==> src/rtl/axi4_lite_master.sv <==
// AXI4-Lite initiator: turns single-cycle user write/read commands into
// complete bus transactions. The write and read engines are independent,
// so one write and one read can be in flight at the same time.
// DATA_WIDTH is expected to be 32 or 64; the strobe is one bit per byte.
module axi4_lite_master #(
  parameter int ADDR_WIDTH = 32,
  parameter int DATA_WIDTH = 32
) (
  input  logic                      iCLK,
  input  logic                      iRST,
  // write address channel
  output logic                      m_AWVALID,
  output logic [2:0]                m_AWPROT,
  output logic [ADDR_WIDTH-1:0]     m_AWADDR,
  input  logic                      m_AWREADY,
  // write data channel
  output logic                      m_WVALID,
  output logic [DATA_WIDTH-1:0]     m_WDATA,
  output logic [DATA_WIDTH/8-1:0]   m_WSTRB,
  input  logic                      m_WREADY,
  // write response channel
  input  logic                      m_BVALID,
  input  logic [1:0]                m_BRESP,
  output logic                      m_BREADY,
  // read address channel
  output logic                      m_ARVALID,
  output logic [2:0]                m_ARPROT,
  output logic [ADDR_WIDTH-1:0]     m_ARADDR,
  input  logic                      m_ARREADY,
  // read data channel
  input  logic                      m_RVALID,
  input  logic [DATA_WIDTH-1:0]     m_RDATA,
  input  logic [1:0]                m_RRESP,
  output logic                      m_RREADY,
  // user write command and status
  input  logic                      write_start,
  input  logic [ADDR_WIDTH-1:0]     write_addr,
  input  logic [DATA_WIDTH-1:0]     write_data,
  input  logic [DATA_WIDTH/8-1:0]   write_strb,
  output logic                      write_busy,
  output logic                      write_done,
  output logic [1:0]                write_resp,
  // user read command and status
  input  logic                      read_start,
  input  logic [ADDR_WIDTH-1:0]     read_addr,
  output logic                      read_busy,
  output logic                      read_done,
  output logic [DATA_WIDTH-1:0]     read_data,
  output logic [1:0]                read_resp
);

  typedef enum logic [1:0] {W_IDLE, W_ADDR, W_RESP, W_DONE} w_state_t;
  typedef enum logic [1:0] {R_IDLE, R_ADDR, R_DATA, R_DONE} r_state_t;

  w_state_t                  w_state_q, w_state_d;
  logic                      awvalid_q, awvalid_d;
  logic [ADDR_WIDTH-1:0]     awaddr_q, awaddr_d;
  logic                      wvalid_q, wvalid_d;
  logic [DATA_WIDTH-1:0]     wdata_q, wdata_d;
  logic [DATA_WIDTH/8-1:0]   wstrb_q, wstrb_d;
  logic                      bready_q, bready_d;
  logic                      aw_done_q, aw_done_d;
  logic                      w_done_q, w_done_d;
  logic                      wbusy_q, wbusy_d;
  logic                      wdone_q, wdone_d;
  logic [1:0]                wresp_q, wresp_d;

  r_state_t                  r_state_q, r_state_d;
  logic                      arvalid_q, arvalid_d;
  logic [ADDR_WIDTH-1:0]     araddr_q, araddr_d;
  logic                      rready_q, rready_d;
  logic                      rbusy_q, rbusy_d;
  logic                      rdone_q, rdone_d;
  logic [DATA_WIDTH-1:0]     rdata_q, rdata_d;
  logic [1:0]                rresp_q, rresp_d;

  assign m_AWPROT   = 3'b000;
  assign m_ARPROT   = 3'b000;
  assign m_AWVALID  = awvalid_q;
  assign m_AWADDR   = awaddr_q;
  assign m_WVALID   = wvalid_q;
  assign m_WDATA    = wdata_q;
  assign m_WSTRB    = wstrb_q;
  assign m_BREADY   = bready_q;
  assign m_ARVALID  = arvalid_q;
  assign m_ARADDR   = araddr_q;
  assign m_RREADY   = rready_q;
  assign write_busy = wbusy_q;
  assign write_done = wdone_q;
  assign write_resp = wresp_q;
  assign read_busy  = rbusy_q;
  assign read_done  = rdone_q;
  assign read_data  = rdata_q;
  assign read_resp  = rresp_q;

  // Write engine next state: AW and W complete independently, B follows both.
  always_comb begin
    w_state_d = w_state_q;
    awvalid_d = awvalid_q;
    awaddr_d  = awaddr_q;
    wvalid_d  = wvalid_q;
    wdata_d   = wdata_q;
    wstrb_d   = wstrb_q;
    bready_d  = bready_q;
    aw_done_d = aw_done_q;
    w_done_d  = w_done_q;
    wbusy_d   = wbusy_q;
    wdone_d   = 1'b0;
    wresp_d   = wresp_q;
    case (w_state_q)
      W_IDLE: begin
        if (write_start) begin
          awaddr_d  = write_addr;
          wdata_d   = write_data;
          wstrb_d   = write_strb;
          awvalid_d = 1'b1;
          wvalid_d  = 1'b1;
          aw_done_d = 1'b0;
          w_done_d  = 1'b0;
          wbusy_d   = 1'b1;
          w_state_d = W_ADDR;
        end
      end
      W_ADDR: begin
        if (awvalid_q && m_AWREADY) begin
          awvalid_d = 1'b0;
          aw_done_d = 1'b1;
        end
        if (wvalid_q && m_WREADY) begin
          wvalid_d = 1'b0;
          w_done_d = 1'b1;
        end
        if (aw_done_d && w_done_d) begin
          aw_done_d = 1'b0;
          w_done_d  = 1'b0;
          bready_d  = 1'b1;
          w_state_d = W_RESP;
        end
      end
      W_RESP: begin
        if (m_BVALID && bready_q) begin
          wresp_d   = m_BRESP;
          bready_d  = 1'b0;
          w_state_d = W_DONE;
        end
      end
      W_DONE: begin
        wdone_d   = 1'b1;
        wbusy_d   = 1'b0;
        w_state_d = W_IDLE;
      end
      default: w_state_d = W_IDLE;
    endcase
  end

  // Write engine registers; reset abandons any transaction in progress.
  always_ff @(posedge iCLK or negedge iRST) begin
    if (!iRST) begin
      w_state_q <= W_IDLE;
      awvalid_q <= 1'b0;
      awaddr_q  <= '0;
      wvalid_q  <= 1'b0;
      wdata_q   <= '0;
      wstrb_q   <= '0;
      bready_q  <= 1'b0;
      aw_done_q <= 1'b0;
      w_done_q  <= 1'b0;
      wbusy_q   <= 1'b0;
      wdone_q   <= 1'b0;
      wresp_q   <= 2'b00;
    end else begin
      w_state_q <= w_state_d;
      awvalid_q <= awvalid_d;
      awaddr_q  <= awaddr_d;
      wvalid_q  <= wvalid_d;
      wdata_q   <= wdata_d;
      wstrb_q   <= wstrb_d;
      bready_q  <= bready_d;
      aw_done_q <= aw_done_d;
      w_done_q  <= w_done_d;
      wbusy_q   <= wbusy_d;
      wdone_q   <= wdone_d;
      wresp_q   <= wresp_d;
    end
  end

  // Read engine next state: AR handshake, then wait for R.
  always_comb begin
    r_state_d = r_state_q;
    arvalid_d = arvalid_q;
    araddr_d  = araddr_q;
    rready_d  = rready_q;
    rbusy_d   = rbusy_q;
    rdone_d   = 1'b0;
    rdata_d   = rdata_q;
    rresp_d   = rresp_q;
    case (r_state_q)
      R_IDLE: begin
        if (read_start) begin
          araddr_d  = read_addr;
          arvalid_d = 1'b1;
          rbusy_d   = 1'b1;
          r_state_d = R_ADDR;
        end
      end
      R_ADDR: begin
        if (arvalid_q && m_ARREADY) begin
          arvalid_d = 1'b0;
          rready_d  = 1'b1;
          r_state_d = R_DATA;
        end
      end
      R_DATA: begin
        if (m_RVALID && rready_q) begin
          rdata_d   = m_RDATA;
          rresp_d   = m_RRESP;
          rready_d  = 1'b0;
          r_state_d = R_DONE;
        end
      end
      R_DONE: begin
        rdone_d   = 1'b1;
        rbusy_d   = 1'b0;
        r_state_d = R_IDLE;
      end
      default: r_state_d = R_IDLE;
    endcase
  end

  // Read engine registers; reset abandons any transaction in progress.
  always_ff @(posedge iCLK or negedge iRST) begin
    if (!iRST) begin
      r_state_q <= R_IDLE;
      arvalid_q <= 1'b0;
      araddr_q  <= '0;
      rready_q  <= 1'b0;
      rbusy_q   <= 1'b0;
      rdone_q   <= 1'b0;
      rdata_q   <= '0;
      rresp_q   <= 2'b00;
    end else begin
      r_state_q <= r_state_d;
      arvalid_q <= arvalid_d;
      araddr_q  <= araddr_d;
      rready_q  <= rready_d;
      rbusy_q   <= rbusy_d;
      rdone_q   <= rdone_d;
      rdata_q   <= rdata_d;
      rresp_q   <= rresp_d;
    end
  end

endmodule

==> config.mk <==
export PLATFORM = sky130hd
export DESIGN_NAME = axi4_lite_master
export DESIGN_NICKNAME = d
export VERILOG_FILES = /design/src/rtl/axi4_lite_master.sv
export SDC_FILE = /design/constraint.sdc
export NUM_CORES = 1
export LEC_CHECK = 0
export CELL_PAD_IN_SITES_DETAIL_PLACEMENT = 1
export CELL_PAD_IN_SITES_GLOBAL_PLACEMENT = 1
export CORE_MARGIN = 2
export CORE_UTILIZATION = 31
export CTS_CLUSTER_SIZE = 20
export DETAILED_ROUTE_END_ITERATION = 8
export PLACE_DENSITY_LB_ADDON = 0.1
export SYNTH_ARGS = -nofsm -noshare
export SYNTH_HDL_FRONTEND = slang
export SYNTH_SLANG_ARGS = --single-unit
==> constraint.sdc <==
create_clock -name iCLK -period 2.5 [get_ports iCLK]
set_input_delay 0.5 -clock iCLK [delete_from_list [all_inputs] [get_ports iCLK]]
set_output_delay 0.5 -clock iCLK [all_outputs]
set_load 0.005 [all_outputs]
==> qor.csv, run 1 <==
metric,value,unit
crit_arrival,2.24,ns
vias_per_cell,4.59,
pwr_density_cell,876,nW/um2
grt-ovfl-total,0,
r2r_slack,0.56,ns
cp_max_fo,7,
gp_congestion,0.758,
intPower,6.34,mW
clock_sinks,151,
fill_cells,1869,
startpoint_type,flop,
cts_max_level,4,
critPathKind,reg2reg,
routed_wl,16700,um
cts_tree,yes,
relSlewSlack,0.619,
grt_usage,0.168,
worst_pin_slew,0.572,ns
cpPeakStageDelay,0.41,ns
root_buffer,clkbuf_16,
wl_per_cell,18.0,um
clkLatencyLatePin,0.42,ns
fp.dieH,142,um
drc,0,
drt_first_iter_violations,98,
fin_worst_skew,0.0110,ns
ys_warn_count,0,
p_sw,2.14,mW
core_area,18600,um2
placed_area,9080,um2
setup_viol,0,
critPathCaptureType,flop,
n_antenna_cell,0,
crit_slowest_cell,dfrtp_1,
fin_hold_ws,0.0576,ns
p_comb_frac,0.303,
synthesis.area,5880,um2
final_max_slew_viol_count,0,
max_freq,514,MHz
port_buffers,289,
timing.setup.tns,0,ns
min_period,1.94,ns
required,2.79,ns
num_rows,50,
clk_path_buf_depth,2,
fin_cells,926,
synth-edff-count,0,
rr_startpoint,w_state_q[1],
finalPower,8.48,mW
postCtsSetupRepairBufs,0,
placedCellCount,894,
p_seq_frac,0.396,
r2r-end,w_state_q[1],
io_pins,296,
post_cts_resized,0,
firstDrtPassIters,4,
yosysSeqAreaShare,0.643,
drv_cap,0,
clk_pin_slew_worst_paths,0.06,ns
antenna_found_initial,0,
hold_class,in2async,
ys_types,25,
final_cell_mix,"288 x clkdlybuf4s50_1, 151 x dfrtp_1, 128 x mux2_2, 17 x clkbuf_16, 13 x inv_1",
grt_pass1_vias,4724,
synthFlopType,dfrtp_1,
rsz0062_at_grt,no,
die_area,20100,um2
hold_buffers,0,
start_util,0.315,
clkPwrFrac,0.301,
p_leak,4.37,nW
switching_share,0.252,
ys_ff_latch,151,
syn_to_final_growth,64.6,%
drive_gt1_frac,0.249,
drtAntennaViolNets,0,
path_cells,inv_1 > ha_1 > nor2b_4 > a32o_1 > a221o_2 > mux2_4,
rr_worst_depth,6,
async_reset_ff_frac,1.00,
via_count,4253,
die_x,142,um
syn_inst,378,
final_area,9670,um2
final-hold-violation-count,0,
peakVddDrop,0.516,mV
period_share,0.778,
final_common_cell,clkdlybuf4s50_1,
nNetsFinal,833,
hpwlAfterDp,12700,um
status,completed,
cts-buffers-inserted,17,
grt_pass1_wl,26000,um
grt_max_degree,59,
avgSynthCellArea,15.5,um2
[sequential cells by signal (all words and copies together), names as in the netlist, 2 cells and up]
signal,flops
read_resp,2
w_state_q,2
write_resp,2
m_ARADDR,32
m_WSTRB,4
m_AWADDR,32
r_state_q,2
m_WDATA,32
read_data,32
[synthesized netlist by cell type (2+ instances only)]
library cell	count	area, um2
dfrtp_1	151	3780
mux2_2	128	1440
buf_2	13	65.1
inv_1	13	48.8
nand2_1	13	48.8
o21ai_0	10	50.1
ha_1	9	113
mux2_1	8	90.1
buf_4	6	45.0
a21oi_1	5	25.0
a31oi_1	4	25.0
nand3_1	3	15.0
a22o_1	2	17.5
mux2i_1	2	20.0
[power groups by stage]
| stage | sequential, mW | clock, mW | combinational, mW |
|---|---|---|---|
| finish | 3.36 | 2.55 | 2.57 |
| global placement | 3.36 | 0 | 2.55 |
| detailed placement | 3.41 | 0 | 2.60 |
| floorplan | 3.41 | 0 | 0.855 |
| global route | 3.44 | 2.72 | 2.77 |
| CTS | 3.37 | 2.63 | 2.62 |
[metrics by stage]
stage / util / setup slack, ns
after detailed placement: 0.487 / 0.364
after CTS: 0.519 / 0.558
final: 0.519 / 0.555
after global routing: 0.519 / 0.490
after floorplan: - / 0.737
after global placement: 0.487 / 0.383
[cells by family after synthesis]
group	share of synthesized area
adder cells (fa/ha/maj)	0.0192
buffers and inverters	0.0270
flip-flops	0.643
other	0.000638
AND/OR/NAND/NOR	0.0149
multiplexers	0.267
AO/OA/AOI/OAI	0.0287
[layout make-up]
class                   count  area, um2  area share
clock inverters            11        120      0.0124
flip-flops and latches    151       3780       0.391
multi-input cells         200       1970       0.203
well taps                 234        293      0.0303
repair buffers            296       3000       0.310
clock buffers              21        470      0.0486
inverters                  13       48.8     0.00504
[how the worst max path moves through the flow]
stage / end / slack [ns] / start
finish: w_state_q[1] / 0.56 / w_state_q[1]
global route: w_state_q[1] / 0.49 / w_state_q[1]
CTS: w_state_q[1] / 0.56 / w_state_q[1]
detailed placement: w_state_q[1] / 0.36 / m_WREADY
global placement: w_state_q[1] / 0.38 / m_WREADY
floorplan: w_state_q[1] / 0.74 / w_state_q[1]
[critical path, delay by kind of cell, from the launching register on]
kind                       cells  cell delay, ns
and+or+nand+nor                1            0.17
adders and majority gates      1            0.29
muxes                          1            0.30
buffers and inverters          1            0.10
AOI/OAI and AO/OA              2            0.57
DFF                            1            0.41
[per-layer routing]
metal | share of wire | GRT usage | vias to the layer above
li1 | - | - | 1913
met1 | 0.39 | 0.195 | 2136
met2 | 0.50 | 0.282 | 187
met3 | 0.094 | 0.0712 | 17
met4 | 0.015 | 0.0547 | 0
met5 | 0 | 0 | -
No activity file was read; power rests on OpenSTA's default activity.
==> inputs of run 2 (changes only) <==
- clock period: 2.5 -> 1.8 ns (I/O delays scaled with it)
==> run 2 against run 1 <==
Against the previous run: worst hold slack improved by 0.34 ns; non-clock buffer count increased by 11; power increased by 40%; flip-flop and latch count unchanged; combinational power increased by 38%; via count increased by 1.1%; count of clock-buffer cells in the layout decreased by 3; first-iteration DRC count decreased by 22%; global-route usage increased by 0.30 points; clock power increased by 43%; clock skew decreased by 0.0021 ns; utilization increased by 0.72 points; critical endpoint unchanged.
==> qor.csv, run 2 (synthesized netlist as in run 1, its figures left out) <==
metric,value,unit,change
status,completed,,
start_util,0.315,,unchanged
drtAntennaViolNets,0,,unchanged
n_antenna_cell,0,,unchanged
max_freq,572,MHz,+11%
vias_per_cell,4.59,,about the same
antenna_found_initial,0,,unchanged
required,2.09,ns,-0.70 ns
clk_pin_slew_worst_paths,0.06,ns,about the same
rr_startpoint,w_state_q[0],,
crit_arrival,2.04,ns,-0.20 ns
period_share,0.971,,+0.193
startpoint_type,flop,,
utilization,0.526,,+0.00725
drt_first_iter_violations,76,,-22%
grt_usage,0.171,,+0.00296
clk_path_buf_depth,2,,unchanged
p_leak,4.43,nW,+1.4%
final_cell_mix,"287 x clkdlybuf4s50_1, 149 x dfrtp_1, 128 x mux2_2, 17 x clkbuf_16",,
clkLatencyLatePin,0.42,ns,about the same
port_buffers,289,,unchanged
die_area,20100,um2,unchanged
firstDrtPassIters,3,,-1
grt_pass1_wl,26400,um,+1.4%
clock_sinks,151,,unchanged
hold_class,in2async,,
worst_slack,0.0519,ns,-0.503 ns
r2r-end,w_state_q[1],,
crit_slowest_cell,dfrtp_1,,
wl_per_cell,18.2,um,+0.88%
grt-ovfl-total,0,,unchanged
io_pins,296,,unchanged
setup_viol,0,,unchanged
cpPeakStageDelay,0.43,ns,+0.02 ns
syn_to_final_growth,66.9,%,
cts_max_level,4,,unchanged
critPathKind,reg2reg,,
cts_tree,yes,,
die_x,142,um,unchanged
r2r_slack,0.05,ns,-0.50 ns
via_count,4300,,+1.1%
final-hold-violation-count,0,,unchanged
rr_worst_depth,5,,-1
rsz0062_at_grt,yes,,
min_period,1.75,ns,-0.197 ns
drc,0,,unchanged
drv_cap,0,,unchanged
peakVddDrop,0.702,mV,+36%
root_buffer,clkbuf_16,,
core_area,18600,um2,unchanged
hpwlAfterDp,13000,um,+2.1%
grt_pass1_vias,4876,,+3.2%
nNetsFinal,844,,+1.3%
cts-buffers-inserted,17,,unchanged
fp.dieH,142,um,unchanged
path_cells,ha_4 > nor2b_4 > a32o_1 > a221o_2 > mux2_4,,
critPathCaptureType,flop,,
dpl_worst_slack,-0.222,ns,-0.586 ns
drive_gt1_frac,0.267,,+0.0189
grt_max_degree,47,,-20%
num_rows,50,,unchanged
timing.setup.tns,0,ns,unchanged
final_max_slew_viol_count,0,,unchanged
gp_congestion,0.745,,-1.7%
final_common_cell,clkdlybuf4s50_1,,
postCtsSetupRepairBufs,0,,unchanged
pwr_density_cell,1210,nW/um2,+38%
fill_cells,1851,,-0.96%
routed_wl,17100,um,+2.1%
fin_worst_skew,0.00887,ns,-0.00208 ns
cp_max_fo,4,,-3
-- run 2: cell types whose count changed in the layout (fill, tap and decap cells not counted), sizes merged --
| cell | delta |
|---|---|
| clkdlybuf4s50 | -1 |
| dlygate4sd3 | +1 |
| clkinv | +1 |
| dlymetal6s2s | +1 |
| clkbuf | -3 |
| inv | +1 |
| buf | +10 |
| bufinv | +1 |
-- run 2: worst max path at each step --
stage / from / endpoint / slack (ns) / cells after the start
floorplan: w_state_q[1] / w_state_q[1] / 0.04 / 6
global placement: m_WREADY / w_state_q[1] / -0.16 / 5
detailed placement: m_WREADY / w_state_q[1] / -0.22 / 5
CTS: m_WVALID / m_WVALID / 0.01 / 1
global route: w_state_q[0] / m_AWADDR[13] / -0.004 / 5
finish: w_state_q[0] / w_state_q[1] / 0.05 / 5
-- run 2: critical path: cells and delay by family (launching register included) --
family | cells | cell delay (ns)
fa+ha+maj | 1 | 0.20
compound gates | 2 | 0.56
simple gates | 1 | 0.12
flops | 1 | 0.43
mux | 1 | 0.31
-- run 2: final cells by class --
cell class                      count  area, um2  area share
Inverter                           13       48.8     0.00498
Clock buffer                       18        429      0.0438
Timing Repair Buffer              307       3100       0.316
Tap cell                          234        293      0.0299
Clock inverter                     14        175      0.0179
Sequential cell                   151       3780       0.386
Multi-Input combinational cell    200       1980       0.202
-- run 2: through the flow --
stage	instance area [um2]	hold WS [ns]	cells	power, mW
after CTS	9790	0.399	937	12.0
after global placement	9170	0.274	904	8.19
final	9810	0.399	937	11.8
after floorplan	5900	0.0644	383	5.93
after detailed placement	9170	0.276	904	8.31
after global routing	9810	0.413	937	12.5
-- run 2: power by group --
| part | switching, mW | leakage [nW] | internal, mW | total [mW] |
|---|---|---|---|---|
| clock | 1.44 | 0.287 | 2.19 | 3.64 |
| sequential | 0.434 | 1.94 | 4.22 | 4.66 |
| combinational | 1.08 | 2.20 | 2.45 | 3.54 |
-- run 2: metal layers --
layer,share of wire,global-route usage,routed length (um)
met5,0,0,0
met4,0.019,0.0621,316
met3,0.097,0.0726,1660
met2,0.50,0.292,8520
met1,0.38,0.192,6560
-- run 2: what timing repair did --
item / CTS / global route
hold buffers: 1 / 0
gates resized for setup: 1 / 7
setup endpoints to repair: 1 / 70
endpoints found under the hold margin: 29 / 0
pin swaps: 0 / 1
cloned: 0 / 0
==> inputs of run 3 (changes only) <==
- GPL_TIMING_DRIVEN: default -> 0
==> run 3 against run 2 <==
Against the previous run: sequential power about the same; power increased by 0.76%; setup slack got worse by 0.024 ns; die area unchanged; first-iteration DRC count increased by 9.2%; count of clock-buffer cells in the layout increased by 1; non-clock buffer count increased by 5; critical path type unchanged; largest cell class unchanged.
==> qor.csv, run 3 (synthesized netlist as in run 1, its figures left out) <==
metric,value,unit,change
port_buffers,289,,unchanged
path_cells,ha_4 > nor2b_4 > a32o_1 > a221o_2 > mux2_4,,
cts_max_level,4,,unchanged
final_common_cell,clkdlybuf4s50_1,,
grt_max_degree,79,,+68%
hpwlAfterDp,13000,um,+0.15%
syn_to_final_growth,67.1,%,
startpoint_type,flop,,
status,completed,,
drc,0,,unchanged
grt-ovfl-total,0,,unchanged
cts_tree,yes,,
grt_pass1_vias,4853,,-0.47%
p_comb_frac,0.298,,about the same
root_buffer,clkbuf_16,,
wl_per_cell,17.9,um,-1.4%
grt_pass1_wl,26300,um,about the same
routed_wl,16900,um,-0.82%
clkPwrFrac,0.312,,+0.005
required,2.10,ns,about the same
drv_cap,0,,unchanged
core_area,18600,um2,unchanged
switching_share,0.251,,+0.000489
start_util,0.315,,unchanged
gp_congestion,0.719,,-3.6%
crit_slowest_cell,dfrtp_2,,
relSlewSlack,0.528,,
die_area,20100,um2,unchanged
setup_viol,0,,unchanged
clock_sinks,151,,unchanged
final_area,9820,um2,+0.13%
worst_pin_slew,0.709,ns,
drt_first_iter_violations,83,,+9.2%
grt_usage,0.172,,+0.000770
clk_path_buf_depth,2,,unchanged
max_freq,564,MHz,-1.4%
drive_gt1_frac,0.275,,+0.00800
intPower,8.93,mW,+0.70%
final-hold-violation-count,0,,unchanged
nNetsFinal,849,,+0.59%
dpl_worst_slack,-0.506,ns,-0.284 ns
pwr_density_cell,1210,nW/um2,+0.64%
final_cell_mix,"288 x clkdlybuf4s50_1, 148 x dfrtp_1, 128 x mux2_2, 17 x clkbuf_16, 12 x nand2_1",,
worst_slack,0.0279,ns,-0.0241 ns
cts-buffers-inserted,17,,unchanged
clk_pin_slew_worst_paths,0.06,ns,about the same
antenna_found_initial,1,,+1
cpPeakStageDelay,0.45,ns,+0.02 ns
num_rows,50,,unchanged
placed_area,9110,um2,-0.65%
period_share,0.985,,+0.0134
critPathCaptureType,flop,,
clkLatencyLatePin,0.42,ns,about the same
via_count,4294,,-0.14%
firstDrtPassIters,2,,-1
die_x,142,um,unchanged
p_seq_frac,0.391,,-0.003
crit_arrival,2.07,ns,+0.03 ns
hold_class,reg2reg,,
critPathKind,reg2reg,,
drtAntennaViolNets,0,,unchanged
fp.dieH,142,um,unchanged
io_pins,296,,unchanged
peakVddDrop,0.742,mV,+5.7%
fin_worst_skew,0.00760,ns,-0.00127 ns
cp_max_fo,7,,+3
vias_per_cell,4.55,,-0.77%
final_max_slew_viol_count,0,,unchanged
fin_hold_ws,0.490,ns,+0.0905 ns
p_sw,2.99,mW,+0.96%
p_leak,4.43,nW,about the same
min_period,1.77,ns,+0.0241 ns
## run 3: changes by cell type in the layout (fill, tap and decap cells not counted), moves of 2 or more
cell,before,now
buf_2,0,8
buf_12,5,0
buf_4,12,9
buf_6,1,3
clkbuf_4,0,2
clkbuf_8,0,2
## run 3: power groups by stage
stage,sequential (mW),combinational [mW],clock (mW)
3_3_place_gp,4.66,3.50,0
5_1_grt,4.78,3.83,3.96
6_report,4.66,3.55,3.72
3_5_place_dp,4.73,3.59,0
4_1_cts,4.68,3.62,3.83
2_1_floorplan,4.74,1.19,0
## run 3: timing repair
action / CTS / global route
pin swaps: 0 / 0
endpoints found under the setup margin: 101 / 25
gates resized for setup: 11 / 8
hold buffers: 1 / 0
setup buffers: 1 / 1
hold endpoints to repair: 26 / 0
## run 3: worst paths after layout
| path | from | end | slack (ns) | cells past startpoint |
|---|---|---|---|---|
| max in group asynchronous | iRST | m_WDATA[22] | 0.46 | 3 |
| setup / recovery | w_state_q[0] | w_state_q[1] | 0.03 | 5 |
| setup reg to reg | w_state_q[0] | w_state_q[1] | 0.03 | 5 |
| hold / removal | m_AWADDR[21] | m_AWADDR[21] | 0.49 | 1 |
| hold reg to reg | m_AWADDR[21] | m_AWADDR[21] | 0.49 | 1 |
| min in group asynchronous | iRST | m_ARADDR[1] | 0.51 | 2 |
## run 3: cell type report
| cell class | instances | area, um2 |
|---|---|---|
| flip-flops and latches | 151 | 3780 |
| plain buffers | 19 | 130 |
| well taps | 234 | 293 |
| repair buffers | 293 | 2950 |
| inverters | 13 | 48.8 |
| multi-input cells | 200 | 2000 |
| fillers | 1883 | 8820 |
| clock inverters | 13 | 169 |
| diodes | 1 | 2.50 |
| clock buffers | 19 | 453 |
## run 3: critical path: cells and delay by family, from the launching register on
kind                     cells  cell delay, ns
AO/OA/AOI/OAI                2            0.57
multiplexers                 1            0.31
AND/OR/NAND/NOR              1            0.13
adder cells (fa/ha/maj)      1            0.20
flip-flops                   1            0.45
## run 3: metal layers
metal | share of wire | track usage | up-vias
met5 | 0 | 0 | -
met4 | 0.023 | 0.0668 | 0
met3 | 0.098 | 0.0749 | 24
met2 | 0.50 | 0.293 | 189
met1 | 0.37 | 0.190 | 2126
li1 | - | - | 1955
## run 3: per-stage QoR
stage	instances	utilization	TNS (ns)	power (mW)
after floorplan	383	-	0	5.93
after global placement	906	0.487	-894.69	8.16
after detailed placement	907	0.489	-20.98	8.32
after CTS	941	0.526	0	12.1
after global routing	943	0.527	-0.00193	12.6
final	943	0.527	0	11.9
